$ cat config.mk
export PLATFORM = sky130hd
export DESIGN_NAME = sat_cnt
export DESIGN_NICKNAME = d
export VERILOG_FILES = /design/src/rtl/sat_cnt.sv
export SDC_FILE = /design/constraint.sdc
export NUM_CORES = 1
export LEC_CHECK = 0
export BUFFER_PORTS_ARGS = -buffer_cell sky130_fd_sc_hd__buf_2
export CAP_MARGIN = 40
export CORE_AREA = 5 5 42 44
export DETAILED_ROUTE_END_ITERATION = 6
export DIE_AREA = 0 0 47 49
export SLEW_MARGIN = 20
export SYNTH_ARGS = -nofsm -noshare
export SYNTH_HDL_FRONTEND = slang
export SYNTH_SLANG_ARGS = --single-unit
$ cat constraint.sdc
create_clock -name clk -period 1.7 [get_ports clk]
set_input_delay 0.17 -clock clk [delete_from_list [all_inputs] [get_ports clk]]
set_output_delay 0.17 -clock clk [all_outputs]
set_load 0.02 [all_outputs]
$ cat src/rtl/sat_cnt.sv
// Saturating up-counter with synchronous clear; holds at all-ones.
module sat_cnt #(
  parameter int WIDTH = 8
) (
  input  logic             clk,
  input  logic             inc,
  input  logic             clr,
  output logic [WIDTH-1:0] value
);

  localparam logic [WIDTH-1:0] ONE = WIDTH'(1);

  // Count up on inc until all-ones; clear has priority.
  always_ff @(posedge clk) begin
    if (clr) begin
      value <= '0;
    end else if (inc && (value != '1)) begin
      value <= value + ONE;
    end
  end

endmodule

**Yosys cells after proc, flatten, opt, wreduce, memory -nomap -nowiden**

Index checks and enable logic that the tools add are counted.

- Logic and storage cells: 4
- Flip-flop bits (word level): 8
- Input bits: 3
- Output and inout bits: 8

- Equality and inequality tests: 1
- $add $sub $neg: 1
- Reduce and logical (&&, ||, !) cells: 1

Operators with widths:

| cell | number |
|---|---|
| $add 8x1->8 const B | 1 |
| $ne 8x8->1 const B | 1 |
| $logic_and 1x1->1 | 1 |

**Longest topological paths before layout**

- Depth in word-level cells: 2
- Mapped depth: 4
- Mapped depth without buffers: 4

**Worst setup path before layout**

Ideal clock, no wire load.

- Path kind: reg-to-reg
- From: register value[0]
- To: register value[0]
- Setup time: 121 ps
- Stages on the path, launching flop included: 5
- Arrival time: 1,326 ps
- Slack: 253 ps
- Period minus slack after synthesis: 1,447 ps
- Required time: 1,579 ps
- Path buffers: 0
- Path through: dfxtp_1 ha_1 and3_4 a21boi_4 mux2_4

- Cells in the longest elaborated chain, start to end: 2
- Elaborated cells on any way between the ends: 3
- Those cells by class: add/sub: 1; eq/ne: 1; reduce/logical: 1

Ends and longest elaborated chain:

| item | RTL line | text |
|---|---|---|
| start: declaration | 8 | `output logic [WIDTH-1:0] value` |
| start signal: assignment | 18 | `value <= value + ONE;` |
| branches (longest 2 deep; another with $add 8x1->8) | - |  |

Parallel ways; which one is timed is not known.
A chain may end at the register's enable or synchronous reset.

**Worst setup path in the final report**

Same ends and word-level chain as after synthesis.

==> results.md <==
* Run status: finished, final reports clean
* Max_cap viols at 0
* Worst skew pair latency at roughly 0.26 ns
* Cells after synthesis at between 40 and 50
* Most frequent cells after synthesis: dfxtp_1, a21oi_1, nand2_1
* Final Setup Violations at 0
* Share of cells above drive strength 1 at 32.2%
* ANT cells at 0
* CP Class: reg -> reg
* Nets at 65
* Number of synthesized register bits at 8
* I/O pin cnt at 11
* Worst Setup Start Kind: flop
* Routed wire length at a little under 1 mm
* Data arrival time of the worst path at 1.57 ns
* Simple-Gate Fraction of Synth Area at 24.7%
* Register area share after synthesis at 37.2%
* Largest net degree at the start of global routing at 9
* Area grow syn2layout at 20.6%
* CTS Buf Count at 3
* XOR/XNOR Fraction of Synth Area at 0%
* Worst Skew at 0.00139 ns
* Grt total ovfl at 0
* Syn_nets at 50
* Die width at approximately 47 um
* Gr usage total at 9.53%
* Multi-input logic area at between 200 and 300 um2
* Core Rows at 14
* Initial core utilization at 30.7%
* DR iter-0 viols at 3
* Leak Pwr at 0.222 nW
* Worst Max-Slew Pin Slew at 0.302 ns
* Worst-path clk slew at 0.05 ns
* Fmax at 0.700 GHz
* First drt pass iteration count at 2
* Power Density at 736 mW/mm2
* Maximum VDD drop at 0.428 mV
* Max FFs per register at 8
* Filler cell count in the final layout at 160
* Wire per inst at ~13 um
* Register area at approximately 160 um2
* Power Total at around 0.38 mW
* Most used DFF post-synth: dfxtp_1
* Final Hold Vio Count at 0
* ANT nets after route at 0
* Clk root buf: clkbuf_4
* Vias at 406
* Multiplexer area fraction after synthesis at 5.81%
* Top-count cell post-synth: dfxtp_1
* Largest registers: value (8)
* Number of synthesized flops with an enable pin at 0
* Largest buffer count on any clock path at 2
* Final Max Tran Viols at 0
* CP max FO at 6
* Hold Buf Count CTS at 0
* Hold Path Class: in -> reg
* Crit end category: flop
* Vias in the first global route at 360
* Initial antenna violation count at 0
* H-Tree Depth at 1
* Synth Area in Compound Gates at about 26%
* Largest family of logic cells by synthesized area: compound AO/OA/AOI/OAI gates
* Area share of the largest cell type after synthesis at 37.2%
* Post-CTS setup buffers at 0
* Top area cells in the synthesized netlist: dfxtp_1, a21oi_1, a21boi_4, nand2_1, and4_1
* Avg Cell Area, Syn at 9.36 um2
* Yosys top cell by area: dfxtp_1
* Die ar. at between 0.002 and 0.0025 mm2
* Adder-Cell Fraction of Synth Area at around 2.9%
* Core ar. at 0.00140 mm2
* Required time worst endpoint at roughly 1.9 ns
* Final worst path period share at 84.0%
* Die Y at 49 um
* Detailed placement HPWL at 698 um
* Max_slew headroom at 79.8%
* Worst R2R Setup Slack at 0.27 ns
* Top reg by flops: value
* Yosys warns at 0
* Vias per cell at 5.41
* Sink Count at 8
* Placer congestion estimate at approximately 0.79
* RSZ-0062 raised after global routing: no
* Yosys cell types at 25
* Fin crit period at 1.43 ns
* CTS tree: yes
* # DRC at 0
* Cell area after synthesis at 430 um2
* Global-route wire length before repair at 1.61 mm
* Ys async rst share at 0%
* Final setup TNS at 0 ns
* Port Buffers at 10
* PostCTS Resize Cnt at 0
cells in the final DEF (no fill, tap or decap), types with 2 or more instances in the layout:
cell type	n
a21oi_1	5
o21bai_1	2
dfxtp_1	8
buf_2	10
nand4_1	2
nand2_1	5
clkbuf_4	3
and4_1	2
nor3_1	2
a211oi_1	2
nand3_1	2
worst paths after layout:
kind	startpoint	to	cells past startpoint
setup / recovery	value[0]$_SDFFE_PP0P_	value[0]$_SDFFE_PP0P_	4
hold / removal	clr	value[7]$_SDFFE_PP0P_	2
setup reg to reg	value[0]$_SDFFE_PP0P_	value[0]$_SDFFE_PP0P_	4
hold reg to reg	value[1]$_SDFFE_PP0P_	value[1]$_SDFFE_PP0P_	2
stage by stage:
stage	instance area [um2]	util, %	std cells	hold slack [ns]	setup slack (ns)
2_1_floorplan	430	-	46	0.242	0.253
3_3_place_gp	497	35.4	72	0.454	0.313
3_5_place_dp	497	35.4	72	0.470	0.279
4_1_cts	519	37.1	75	0.204	0.270
5_1_grt	519	37.1	75	0.194	0.225
6_report	519	37.1	75	0.193	0.272
cell type report:
class / count / share of cell area, %
clock buffer: 3 / 4.34
inverter: 1 / 0.723
multi-input combinational: 36 / 49.2
sequential: 8 / 30.8
tap: 16 / 3.86
timing repair buffer: 11 / 11.1
critical path: stages, from the launching register on:
cell and delay (ns):
dfxtp_1 0.35, ha_1 0.27, and3_4 0.22, a21boi_4 0.17, mux2_4 0.31
kinds of logic after synthesis:
kind of cell | Yosys count
simple gates | 18
compound gates | 15
flops | 8
buf+inv | 2
mux | 2
fa+ha+maj | 1
layer usage:
| layer | global-route usage [%] | part of all wire, % |
|---|---|---|
| met5 | 0 | 0 |
| met4 | 6.91 | 3.3 |
| met3 | 2.58 | 6.2 |
| met2 | 11.3 | 39 |
| met1 | 14.0 | 51 |
report_power, final:
part	internal, mW	switching, mW
registers	0.193	0.00640
logic	0.0155	0.0198
clock network	0.0809	0.0670
Note: power is estimated with default switching activity, not from simulation.
